==> src/rtl/vmem_sequencer.sv <==
// Vector memory sequencer: splits VLDW/VLDH/VSTW/VSTB into LANES scalar accesses on one port.
// Optional abort support (flush input, DRAIN state) is compiled in with `define VMEM_FLUSH_EN.
module vmem_sequencer #(
    parameter int unsigned LANES  = 4,
    parameter int unsigned DATA_W = 32,
    parameter int unsigned ADDR_W = 32
) (
    input  logic                    clk,
    input  logic                    rst_n,
    input  logic                    start,
    input  logic                    is_store,
    input  logic                    is_half,
    input  logic [ADDR_W-1:0]       base_addr,
    input  logic [LANES*DATA_W-1:0] store_vec,
    input  logic                    flush,
    output logic                    stall,
    output logic                    busy,
    output logic                    done,
    output logic                    err,
    output logic [LANES*DATA_W-1:0] load_vec,
    output logic                    mem_req,
    output logic                    mem_we,
    output logic                    mem_size,
    output logic [ADDR_W-1:0]       mem_addr,
    output logic [DATA_W-1:0]       mem_wdata,
    input  logic                    mem_gnt,
    input  logic                    mem_rvalid,
    input  logic [DATA_W-1:0]       mem_rdata
);

    localparam int unsigned LaneW = (LANES > 1) ? $clog2(LANES) : 1;
    localparam logic [LaneW-1:0] LastLane = LaneW'(LANES - 1);

    localparam logic [2:0] StIdle  = 3'd0;
    localparam logic [2:0] StReq   = 3'd1;
    localparam logic [2:0] StWaitR = 3'd2;
    localparam logic [2:0] StDone  = 3'd3;
    localparam logic [2:0] StDrain = 3'd4;

    logic [2:0]              state_q, state_d;
    logic [LaneW-1:0]        lane_q, lane_d;
    logic                    store_q, half_q;
    logic [ADDR_W-1:0]       base_q;
    logic [LANES*DATA_W-1:0] svec_q;
    logic                    busy_q, done_q, err_q, req_q, we_q, size_q;
    logic [ADDR_W-1:0]       addr_q, addr_d;
    logic [DATA_W-1:0]       wdata_q, wdata_d;
    logic [LANES*DATA_W-1:0] lvec_q, lvec_d;

    logic                    accept;
    logic                    flush_act;
    logic                    op_store, op_half;
    logic [ADDR_W-1:0]       op_base, offs;
    logic [LANES*DATA_W-1:0] op_vec;
    logic [DATA_W-1:0]       elem;

`ifdef VMEM_FLUSH_EN
    assign flush_act = flush;
`else
    logic unused_flush;
    assign unused_flush = flush;
    assign flush_act    = 1'b0;
`endif

    assign accept = start && (state_q == StIdle);

    // The first request is built from the live inputs, later ones from the latched copy.
    assign op_store = accept ? is_store  : store_q;
    assign op_half  = accept ? is_half   : half_q;
    assign op_base  = accept ? base_addr : base_q;
    assign op_vec   = accept ? store_vec : svec_q;

    always_comb begin
        state_d = state_q;
        lane_d  = lane_q;
        lvec_d  = lvec_q;
        case (state_q)
            StIdle: begin
                if (start) begin
                    state_d = StReq;
                    lane_d  = '0;
                end
            end
            StReq: begin
                if (mem_gnt) begin
                    if (!store_q) begin
                        state_d = flush_act ? StDrain : StWaitR;
                    end else if (flush_act) begin
                        state_d = StIdle;
                    end else if (lane_q == LastLane) begin
                        state_d = StDone;
                    end else begin
                        lane_d = lane_q + LaneW'(1);
                    end
                end else if (flush_act) begin
                    state_d = StIdle;
                end
            end
            StWaitR: begin
                if (mem_rvalid) begin
                    if (flush_act) begin
                        state_d = StIdle;
                    end else begin
                        lvec_d[lane_q*DATA_W +: DATA_W] =
                            half_q ? DATA_W'(mem_rdata[15:0]) : mem_rdata;
                        if (lane_q == LastLane) begin
                            state_d = StDone;
                        end else begin
                            lane_d  = lane_q + LaneW'(1);
                            state_d = StReq;
                        end
                    end
                end else if (flush_act) begin
                    state_d = StDrain;
                end
            end
            StDrain: begin
                if (mem_rvalid) begin
                    state_d = StIdle;
                end
            end
            StDone:  state_d = StIdle;
            default: state_d = StIdle;
        endcase
    end

    // Address and write data are recomputed only for the lane being requested next,
    // so they stay stable while a request waits for its grant.
    always_comb begin
        elem    = op_vec[lane_d*DATA_W +: DATA_W];
        offs    = op_half ? (ADDR_W'(lane_d) << 1) : (ADDR_W'(lane_d) << 2);
        addr_d  = addr_q;
        wdata_d = wdata_q;
        if (state_d == StReq) begin
            addr_d  = op_base + offs;
            wdata_d = op_half ? DATA_W'(elem[15:0]) : elem;
        end
    end

    always_ff @(posedge clk) begin
        if (!rst_n) begin
            state_q <= StIdle;
            lane_q  <= '0;
            store_q <= 1'b0;
            half_q  <= 1'b0;
            base_q  <= '0;
            svec_q  <= '0;
            busy_q  <= 1'b0;
            done_q  <= 1'b0;
            err_q   <= 1'b0;
            req_q   <= 1'b0;
            we_q    <= 1'b0;
            size_q  <= 1'b0;
            addr_q  <= '0;
            wdata_q <= '0;
            lvec_q  <= '0;
        end else begin
            state_q <= state_d;
            lane_q  <= lane_d;
            if (accept) begin
                store_q <= is_store;
                half_q  <= is_half;
                base_q  <= base_addr;
                svec_q  <= store_vec;
            end
            busy_q  <= (state_d == StReq) || (state_d == StWaitR) || (state_d == StDrain);
            done_q  <= (state_d == StDone);
            err_q   <= start && (state_q != StIdle);
            req_q   <= (state_d == StReq);
            we_q    <= (state_d == StReq) && op_store;
            size_q  <= (state_d == StReq) && op_half;
            addr_q  <= addr_d;
            wdata_q <= wdata_d;
            lvec_q  <= lvec_d;
        end
    end

    assign stall     = busy_q | accept;
    assign busy      = busy_q;
    assign done      = done_q;
    assign err       = err_q;
    assign load_vec  = lvec_q;
    assign mem_req   = req_q;
    assign mem_we    = we_q;
    assign mem_size  = size_q;
    assign mem_addr  = addr_q;
    assign mem_wdata = wdata_q;

endmodule

==> config.mk <==
export PLATFORM = sky130hd
export DESIGN_NAME = vmem_sequencer
export DESIGN_NICKNAME = d
export VERILOG_FILES = /design/src/rtl/vmem_sequencer.sv
export SDC_FILE = /design/constraint.sdc
export NUM_CORES = 1
export LEC_CHECK = 0
export ABC_AREA = 1
export BUFFER_PORTS_ARGS = -buffer_cell sky130_fd_sc_hd__buf_2
export CAP_MARGIN = 20
export CORE_UTILIZATION = 25
export CTS_CLUSTER_SIZE = 10
export DETAILED_ROUTE_END_ITERATION = 16
export PLACE_DENSITY = 0.57
export SLEW_MARGIN = 25
export SYNTH_ARGS = -nofsm -noshare
export SYNTH_HDL_FRONTEND = slang
export SYNTH_SLANG_ARGS = --single-unit
==> constraint.sdc <==
create_clock -name clk -period 3.2 [get_ports clk]
set_clock_uncertainty 0.1 [all_clocks]
set_input_delay 0.16 -clock clk [delete_from_list [all_inputs] [get_ports clk]]
set_output_delay 0.16 -clock clk [all_outputs]
set_load 0.01 [all_outputs]
# == Yosys cells after proc, flatten, opt, wreduce, memory -nomap -nowiden ==
# Cells that the tools add are included.
# Widths: inputs -> output; s select.
# word_totals
memories,0
word_cells,61
ff_bits,365
in_bits,200
romBits,0
ram_bits,0
out_inout_bits,199
latchBits,0
# op_classes
eq_ne,8
shift,3
addsub,3
reduce_logical,9
n_lt_le_gt_ge,0
bitwise_logic,1
div,0
n_mux,22
n_mul,0
# op_table
op,n
$bwmux 128,1
$mux 128,1
$shift 32x34->128 const A,1
$shiftx 128x8->32,1
$shiftx 32x34->128,1
$mux 32,3
$neg 7->34,1
$add 32x4->32,1
$mux 3,6
$mux 2,6
$pmux 3 s4,1
$eq 3x2->1 const B,3
$eq 3x1->1 const B,2
$eq 3x3->1 const B,2
$pmux 2 s3,1
$logic_and 1x1->1,4
$mux 4,1
$logic_not 3->1,1
$reduce_bool 3->1,1
$add 2x1->2 const B,1
$eq 2x2->1 const B,1
$logic_or 1x1->1,2
$mux 1,2
$reduce_and 2->1,1
$or 1x1->1,1

# == Longest topological paths before layout ==
# Gate-level depths: netlist of run 1.
# logic_depth
depth_word,8
depth_mapped,21
mapped_depth_nobuf,20

# == Worst setup path before layout of run 1 ==
# OpenSTA, ideal clock, no wires.
# synth_timing
kind,reg-to-reg
from,register lane_q[0]
to,"register addr_q[15], in the netlist mem_addr[15]"
path_slack_ns,-0.058
stages_incl_launch_ff,21
path_buffers,3
setup_ns,0.109
t_required_ns,2.991
t_arrival_ns,3.049
period_less_slack_ns,3.258
path_cell_list,dfxtp_1 -> clkbuf_1 -> inv_1 -> ha_1 -> buf_2 -> inv_2 -> nand2_1 -> o21ai_2 -> clkbuf_1 -> nand2_1 -> o21ai_0 -> fa_1 -> a21oi_1 -> nand3b_4 -> nor2_4 -> nand2_1 -> nor2_2 -> xor2_1 -> nand2_1 -> nand2_1 -> inv_1
# synth_via
elab_chain_cells,7
word_cells_on_any_way,17
classes_between,add/sub (2); eq/ne (2); mux (13)
# synth_rtl
element,line,text
"start, declared",41,"logic [LaneW-1:0] lane_q, lane_d;"
"start signal, assigned",159,lane_q <= lane_d;
$add 2x1->2 or $eq 2x2->1 (tied branches),-,
$mux 2,"90, 106",
$mux 2,86,if (!store_q) begin
$mux 2,85,if (mem_gnt) begin
$pmux 2 s3,77,case (state_q)
$mux 4,131,offs = op_half ? (ADDR_W'(lane_d) << 1) : (ADDR_W'(lane_d) << 2);
$add 32x4->32,135,addr_d = op_base + offs;
"end signal, assigned",172,addr_q <= addr_d;
"end, declared",46,"logic [ADDR_W-1:0] addr_q, addr_d;"
# Parallel ways exist; a longest one is shown, timed or not.
# A chain may end at the register's enable or synchronous reset.

# == Worst setup path in the final report of run 1 ==
# layout_timing
from,register state_q[1]
to,"register wdata_q[15], in the netlist mem_wdata[15]"
# layout_via
elab_chain_cells,5
word_cells_on_any_way,17
classes_between,eq/ne (4); shift (1); mux (10); reduce/logical (2)
# layout_rtl
element,line,text
"start, declared",40,"logic [2:0] state_q, state_d;"
"start signal, assigned",142,state_q <= StIdle;
"start signal, assigned",158,state_q <= state_d;
"parallel branches: the longest is 5 deep, another holds $shiftx 128x8->32",-,
"end signal, assigned",173,wdata_q <= wdata_d;
"end, declared",47,"logic [DATA_W-1:0] wdata_q, wdata_d;"
# Several ways; the timed one is not identified.

==> results of run 1 <==
power by group through the flow:
stage / Sequential [µW] / Combinational, µW / Clock, µW
2_1_floorplan: 5060 / 1100 / 0
3_3_place_gp: 5030 / 1850 / 0
3_5_place_dp: 5030 / 1860 / 0
4_1_cts: 4940 / 2060 / 5140
5_1_grt: 4960 / 2280 / 5310
6_report: 4940 / 2050 / 5000
metrics by stage:
step / setup slack [ns] / power (µW) / std cells / hold slack (ns)
4_1_cts: 0.216 / 12100 / 3622 / 0.00601
3_5_place_dp: 0.253 / 6890 / 3360 / 0.320
6_report: 0.270 / 12000 / 3629 / 0.0323
2_1_floorplan: 0.0260 / 6160 / 2164 / 0.203
3_3_place_gp: 0.276 / 6880 / 3360 / 0.320
5_1_grt: 0.0463 / 12600 / 3625 / 0.0502
worst max-delay path: cells and delay by family, from the launching register on:
| family | cells | cell delay [ns] |
|---|---|---|
| buffers and inverters | 3 | 1.40 |
| flip-flops | 1 | 0.37 |
| multiplexers | 1 | 0.33 |
| AND/OR/NAND/NOR | 6 | 0.52 |
registers in the layout (all words and copies together) (netlist names):
name	cells
mem_wdata	32
store_q	1
mem_addr	32
mem_req	1
done	1
mem_size	1
load_vec	128
busy	1
svec_q	128
err	1
mem_we	1
lane_q	2
base_q	32
half_q	1
state_q	3
cell type report:
type,count,area [µm²]
clock inverter,6,90.1
sequential,365,7310
antenna,7,17.5
multi-input combinational,1521,7790
timing repair buffer,691,4730
tap,855,1070
fill,6785,41700
inverter,121,462
clock buffer,63,1310
what timing repair did:
item | 4_1_cts | 5_1_grt
hold buffers | 193 | 0
buffers inserted | 0 | 0
gates resized for setup | 0 | 7
endpoints found under the hold margin | 304 | 0
endpoints found under the setup margin | 0 | 10
cells in the final DEF, fill, tap and decap left out, types with 2 or more instances in the layout:
cell type and instances:
o211a_1 30, or3_1 32, mux2i_1 97, or3b_2 16
a21oi_1 127, clkbuf_1 9, nand4_1 81, clkbuf_16 47
clkbuf_8 7, a211oi_1 5, o21ai_1 10, nor3_1 4
a31oi_1 3, inv_1 108, or2_2 5, dlygate4sd3_1 193
inv_2 10, nor2_1 293, or2_1 3, dfxtp_2 2
nor2_4 6, or2_0 29, dfxtp_1 363, buf_2 397
ha_1 10, buf_4 96, nand2_2 6, bufinv_16 2
diode_2 7, o21ai_2 3, nand3_1 158, xor2_1 10
nand2_1 497, buf_12 4, nor2_2 8, o21ai_0 76
clkinv_1 2
kinds of logic (layout without fill, tap and decap cells):
logic type      after synthesis  in the layout  share of synthesized area
buf+inv                     278            881                     0.0773
compound gates              256            256                     0.0893
simple gates               1146           1146                      0.312
mux                          97             97                     0.0594
other cells                   0              7                          0
xor+xnor                     11             11                    0.00590
flops                       365            365                      0.447
fa+ha+maj                    11             11                    0.00888
layer usage:
layer / track usage / vias to the layer above
li1: - / 8262
met1: 0.227 / 7592
met2: 0.297 / 539
met3: 0.0451 / 101
met4: 0.0541 / 8
met5: 0 / -
path summary, 6_finish.rpt:
check | endpoint | from | cells after the start
setup reg to reg | mem_wdata[15] | state_q[1] | 10
setup / recovery | mem_wdata[15] | state_q[1] | 10
hold / removal | svec_q[117] | rst_n | 3
hold reg to reg | load_vec[9] | load_vec[9] | 2
==> impl_metrics.ini, run 1 <==
[timing]
worst_slew_pin_slew_ns = 1.00
setup_viol = 0
slew_headroom = 0.332
slew_violations = 0
min_period_ns = 2.93
fmax_mhz = 341
period_share = 0.916
rsz0062_at_grt = false
hold_viol = 0
tns_ns = 0

[grt]
grt_start_max_net_pins = 86
gr-usage-all-layers = 0.179
first_global_vias = 15882
antenna_found_initial = 9
grt_pass1_wl_um = 93600
grt_overflow = 0

[place]
place_area_um2 = 19400
dp.final_hpwl_um = 41800
io_buffer_count = 397
gp_congestion = 0.830

[job]
max-cap-violations = 0

[clocking]
numCtsBuffers = 46
worstSkewPairLatency_ns = 0.57
clockBufferDepth = 3
cts_max_level = 2
root_buffer = clkbuf_16
cts_tree = yes
cts.sinks = 365
clk_pin_slew_ns = 0.06

[route]
drc_errors = 0
drt_first_pass_iters = 5
highest_layer = met5
met1Wirelength_um = 27000
drtIter0Drc = 1240
vias_per_cell = 4.55
vias = 16502
ant_nets = 0
wl_per_cell_um = 17.0
wl_met3_um = 4590
routed_wl_um = 61600
wl_met2_um = 28400

[synthesis]
synth_cell_types = 43
synthesis.area_um2 = 16300
synth_seq_area_share = 0.447
synth_top_area_frac = 0.447
ys_top_cells_by_count = nand2_1 (499), dfxtp_1 (365), nor2_1 (293), nand3_1 (158), a21oi_1 (128)
synth_area_per_cell_um2 = 7.55
syn_nets = 2375
yosys.area.top_type = dfxtp_1
synthFlopType = dfxtp_1
yosysWarnings = 0
netlist_instances = 2164
ys_ff_latch = 365
synth_edf_count = 0
yosys.cell_count.top_type = nand2_1
ys_top_cells_by_area = dfxtp_1 (45%), nand2_1 (11%), nor2_1 (6.7%)
async_flop_share = 0

[critical_path]
max_stage_delay_ns = 0.71
cp-end-kind = flip-flop
cp.required_ns = 3.56
rrSetupSlack_ns = 0.27
slowest_stage = buf_4
crit_fanout = 65
path_cells = nor2_2 -> nand3_4 -> buf_4 -> buf_4 -> mux2i_1 -> nand2_1 -> nand3_1 -> nand3_1 -> nand2_1 -> inv_1
crit_arrival_ns = 3.29
startpoint_type = flip-flop
worstSetupPathType = flip-flop to flip-flop

[floorplan]
die_x_um = 258
die_y_um = 258
rows = 93
die-area_um2 = 66400
ios = 399
initial_core_util = 0.253
core_um2 = 64500

[power]
irDropWorstVdd_v = 0.000449
p_switching_uw = 3350
power_density_nw_per_um2 = 526
power_frac_seq = 0.412
comb_power_share = 0.171
p_leak_uw = 0.0108
clockPowerShare = 0.417
swShare = 0.279
p_int_uw = 8640

[cells_and_area]
drive_gt1_frac = 0.225
final_util = 0.353
area_growth_pct = 39.4
layout.nets = 2957
fin_area_um2 = 22800

[run_status]
status = completed

[min_path]
min_path_type = input port to flip-flop
No activity file was read; power rests on OpenSTA's default activity.
==> run 2, diff against run 1 <==
--- a/config.mk
+++ b/config.mk
@@ -11,6 +11,7 @@
 export CORE_UTILIZATION = 25
 export CTS_CLUSTER_SIZE = 10
 export DETAILED_ROUTE_END_ITERATION = 16
+export GPL_TIMING_DRIVEN = 0
 export PLACE_DENSITY = 0.57
 export SLEW_MARGIN = 25
 export SYNTH_ARGS = -nofsm -noshare
==> run 2 against run 1 <==
Sequential power hardly changed. Critical path depth grew 7. Critical endpoint is now mem_addr[7]. Design area increased by 1.4%. Critical path type unchanged. Sequential share of layout area decreased by 0.43 points. Core utilization up 0.50 points. Hold slack lost 0.0092 ns.
==> impl_metrics.ini, run 2 (same netlist as run 1, synthesis figures left out) <==
[timing]
layout_setup_ws_ns = 0.166
worst_slew_pin_slew_ns = 0.852
hold_viol = 0
min_period_ns = 3.03
tns_ns = 0
setup_viol = 0
slew_headroom = 0.432
slew_violations = 0
whs_ns = 0.0231
period_share = 0.948
rsz0062_at_grt = false
fmax_mhz = 330

[grt]
antenna_found_initial = 10
grt_overflow = 0
grt_start_max_net_pins = 20
grt_pass1_wl_um = 102000
first_global_vias = 16626
gr-usage-all-layers = 0.202

[floorplan]
die-area_um2 = 66400
initial_core_util = 0.253
core_um2 = 64500
rows = 93
ios = 399
die_x_um = 258
die_y_um = 258

[cells_and_area]
fin_area_um2 = 23100
layout.nets = 3034
stdcell_count = 3707
fillers = 6957
drive_gt1_frac = 0.219
area_growth_pct = 41.4
layout_common_cells = nand2_1 (493), buf_2 (419), dfxtp_1 (362)
layout_commonest_cell = nand2_1

[clocking]
cts_max_level = 2
root_buffer = clkbuf_16
clk_pin_slew_ns = 0.06
clockBufferDepth = 3
numCtsBuffers = 46
cts.sinks = 365
cts_tree = yes
worstSkewPairLatency_ns = 0.57

[power]
irDropWorstVdd_v = 0.000358
p_leak_uw = 0.0108
power_density_nw_per_um2 = 516

[critical_path]
crit_top_cell = inv_1
cp-end-kind = flip-flop
worstReg2RegStart = state_q[1]
crit_cells = 17
startpoint_type = flip-flop
critPathLaunch = state_q[1]
crit_fanout = 11
critPathTopFamily = simple AND/OR/NAND/NOR gates
max_stage_delay_ns = 0.38
r2r_end = mem_addr[7]
path_cells = nor2_2 -> buf_6 -> nand3_4 -> inv_4 -> buf_12 -> or2_2 -> inv_1 -> a21oi_1 -> ha_2 -> fa_2 -> a21oi_4 -> nand3b_4 -> nor2_4 -> buf_4 -> xor2_2 -> o21ai_0 -> inv_1
rrSetupSlack_ns = 0.17
crit_arrival_ns = 3.39
worstRegToRegCells = 17
crit_end = mem_addr[7]
path_buf_inv = 6
worstSetupPathType = flip-flop to flip-flop
slowest_stage = dfxtp_1
cp.required_ns = 3.56

[route]
routed_wl_um = 69300
wl_per_cell_um = 18.7
vias_per_cell = 4.59
vias = 17027
drt_first_pass_iters = 5
drtIter0Drc = 1095
drc_errors = 0
ant_nets = 0

[min_path]
min_path_type = input port to flip-flop

[place]
dp.final_hpwl_um = 52200
place_area_um2 = 19400
gp_congestion = 0.905
io_buffer_count = 396
dp_cells = 3415
place_ws_ns = -1.23

[job]
max-cap-violations = 0

[run_status]
status = completed
==> run 2: changes by cell type in the layout (fill, tap and decap cells not counted), sizes merged <==
cell      change
bufinv        -2
diode         +1
clkbuf       +89
buf          -12
clkinvlp      +1
clkinv        +1
==> run 2: worst min path at each step <==
| stage | from | to | slack [ns] | depth (start not counted) |
|---|---|---|---|---|
| 2_1_floorplan | start | err | 0.20 | 2 |
| 3_3_place_gp | store_vec[78] | svec_q[78] | 0.32 | 3 |
| 3_5_place_dp | store_vec[4] | svec_q[4] | 0.32 | 3 |
| 4_1_cts | base_addr[12] | base_q[12] | 0.002 | 5 |
| 5_1_grt | base_addr[15] | base_q[15] | 0.05 | 5 |
| 6_report | base_addr[12] | base_q[12] | 0.02 | 5 |
==> run 2: per-layer routing <==
metal,track usage,up-vias,wire [µm]
met3,0.0483,109,4730
li1,-,8420,-
met4,0.0598,10,1770
met1,0.245,7932,29400
met5,0,-,64
met2,0.353,556,33300
==> run 2: tightest hold or removal path: stages <==
cell and delay (ns):
buf_2 0.09, nand4_1 0.12, nand2_1 0.10, inv_1 0.12, nor2_1 0.05
==> run 2: power by group <==
part / total (µW) / internal, µW / switching, µW
clock: 4830 / 2810 / 2020
combinational: 2150 / 835 / 1320
sequential: 4930 / 4820 / 105
==> run 2: cell type report <==
cell class	instances	area [µm²]	share of cell area
Sequential cell	365	7310	0.317
Multi-Input combinational cell	1521	7900	0.342
Antenna cell	8	20.0	0.000867
Buffer	155	865	0.0374
Clock buffer	63	1310	0.0566
Timing Repair Buffer	613	4110	0.178
Tap cell	855	1070	0.0463
Inverter	121	477	0.0206
Clock inverter	6	42.5	0.00184
==> run 2: timing repair <==
item,CTS,global route
setup buffers,15,9
hold buffers,193,0
gates resized for setup,43,18
setup endpoints to repair,34,24
endpoints found under the hold margin,295,0
pin swaps,11,6
==> run 2: stage by stage <==
stage,total power (µW),util
final,11900,0.358
after CTS,12000,0.356
after global routing,12500,0.358
after global placement,6920,0.301
after detailed placement,6940,0.301
after floorplan,6160,-
==> run 3, diff against run 2 <==
--- a/config.mk
+++ b/config.mk
@@ -12,6 +12,7 @@
 export CTS_CLUSTER_SIZE = 10
 export DETAILED_ROUTE_END_ITERATION = 16
 export GPL_TIMING_DRIVEN = 0
+export MAX_ROUTING_LAYER = met4
 export PLACE_DENSITY = 0.57
 export SLEW_MARGIN = 25
 export SYNTH_ARGS = -nofsm -noshare
==> run 3 against run 2 <==
Via count increased by 0.19%. Total power shrank 0.44%. Register-to-register slack improved by 0.02 ns. Design area about the same. Sequential power barely moved. Critical path depth is 1 higher. Worst setup slack improved by 0.017 ns. Core utilization about the same. Combinational power about the same. Routed wire length down 0.19%. First-iteration DRC count is 2.9% lower. Global-route usage up 0.78 points. Highest routed layer is now met4.
==> impl_metrics.ini, run 3 (same netlist as run 1, synthesis figures left out) <==
[run_status]
status = completed

[cells_and_area]
layout_commonest_cell = nand2_1
multi_input_area_um2 = 7910
drive_gt1_frac = 0.221
fillers = 6907
regArea_um2 = 7320
stdcell_count = 3711
area_growth_pct = 41.5
fin_area_um2 = 23100
layout.nets = 3039
layout_common_cells = nand2_1 (495), buf_2 (419), dfxtp_1 (360)

[timing]
layout_setup_ws_ns = 0.183
period_share = 0.943
min_period_ns = 3.02
slew_headroom = 0.429
hold_viol = 0
fmax_mhz = 331
setup_viol = 0
slew_violations = 0
worst_slew_pin_slew_ns = 0.856

[grt]
first_global_vias = 16576
grt_start_max_net_pins = 20
grt_overflow = 0
gr-usage-all-layers = 0.210
grt_pass1_wl_um = 103000
antenna_found_initial = 11

[route]
drtIter0Drc = 1063
routed_wl_um = 69200
ant_nets = 0
wl_per_cell_um = 18.6
vias_per_cell = 4.60
drc_errors = 0
vias = 17060
drt_first_pass_iters = 5

[place]
dp_cells = 3415
place_ws_ns = -1.32
gp_congestion = 0.919
dp.final_hpwl_um = 52200
io_buffer_count = 396
place_area_um2 = 19400

[clocking]
clk_pin_slew_ns = 0.05
numCtsBuffers = 46
cts.sinks = 365
clockBufferDepth = 3
cts_tree = yes
worstSkewPairLatency_ns = 0.57
cts_max_level = 2
root_buffer = clkbuf_16

[critical_path]
cp-end-kind = flip-flop
cp.required_ns = 3.56
worstSetupPathType = flip-flop to flip-flop
crit_arrival_ns = 3.38
crit_fanout = 10
startpoint_type = flip-flop

[floorplan]
rows = 93
ios = 399
die-area_um2 = 66400
core_um2 = 64500
die_y_um = 258
die_x_um = 258
initial_core_util = 0.253

[power]
p_int_uw = 8420
irDropWorstVdd_v = 0.000347
power_density_nw_per_um2 = 513
p_switching_uw = 3440
clockPowerShare = 0.403
swShare = 0.290
power_frac_seq = 0.416
comb_power_share = 0.181
p_leak_uw = 0.0109

[min_path]
min_path_type = input port to flip-flop

[job]
max-cap-violations = 0
run 3: cell types whose count changed in the layout (fill, tap and decap cells not counted), sizes merged, moves of 2 or more:
cell,previous run,this run
clkinv,5,8
buf,486,489
dlygate4sd3,193,195
diode,8,11
clkbuf,152,144
run 3: final timing paths:
kind                 start  cells past startpoint           end  slack, ns
min          base_addr[15]                      5    base_q[15]       0.03
max             state_q[2]                     18  mem_addr[15]       0.18
max reg2reg     state_q[2]                     18  mem_addr[15]       0.18
min reg2reg   load_vec[76]                      2  load_vec[76]       0.36
run 3: critical path, stage by stage (launching register included):
cell and delay (ns):
dfxtp_2 0.33, nor2_2 0.14, buf_6 0.12, nand3_4 0.13, buf_6 0.22, o21ai_4 0.23, inv_2 0.14, nand2_1 0.11
o21ai_2 0.08, fa_2 0.42, a21oi_4 0.18, nand3b_4 0.18, nor2_4 0.06, nand2_4 0.10, nor2_4 0.05, xor2_1 0.16
nand2_1 0.07, nand2_1 0.06, inv_1 0.04
run 3: power groups by stage:
stage / clock network (µW) / logic, µW / registers (µW)
after global placement: 0 / 1900 / 5020
final: 4780 / 2150 / 4930
after detailed placement: 0 / 1910 / 5030
after global routing: 5100 / 2380 / 4960
after CTS: 4920 / 2150 / 4930
after floorplan: 0 / 1100 / 5060
run 3: through the flow:
stage          utilization  setup TNS (ns)  total power [µW]  hold slack, ns
2_1_floorplan            -               0              6160           0.203
3_3_place_gp         0.301          -28.14              6920           0.316
4_1_cts              0.356               0             12000         0.00182
3_5_place_dp         0.301          -30.42              6940           0.324
6_report             0.359               0             11900          0.0337
5_1_grt              0.359        -0.00415             12400          0.0839
run 3: final cells by class:
| type | count | share of cell area |
|---|---|---|
| Multi-Input combinational cell | 1521 | 0.342 |
| Sequential cell | 365 | 0.317 |
| Tap cell | 855 | 0.0463 |
| Buffer | 154 | 0.0366 |
| Timing Repair Buffer | 619 | 0.180 |
| Clock buffer | 55 | 0.0531 |
| Inverter | 121 | 0.0207 |
| Antenna cell | 11 | 0.00119 |
| Clock inverter | 10 | 0.00379 |
run 3: metal layers:
layer  track usage  up-vias  wire (µm)
li1              -     8445          -
met1         0.251     7916      29500
met2         0.352      589      33000
met3        0.0480      110       4740
met4        0.0585        0       1870
met5             -        -          0
run 3: what timing repair did:
item / CTS / global route
hold buffers: 195 / 0
hold endpoints to repair: 297 / 0
resized for setup: 43 / 18
buffers inserted: 21 / 7
pin swaps: 10 / 11
setup endpoints to repair: 48 / 25
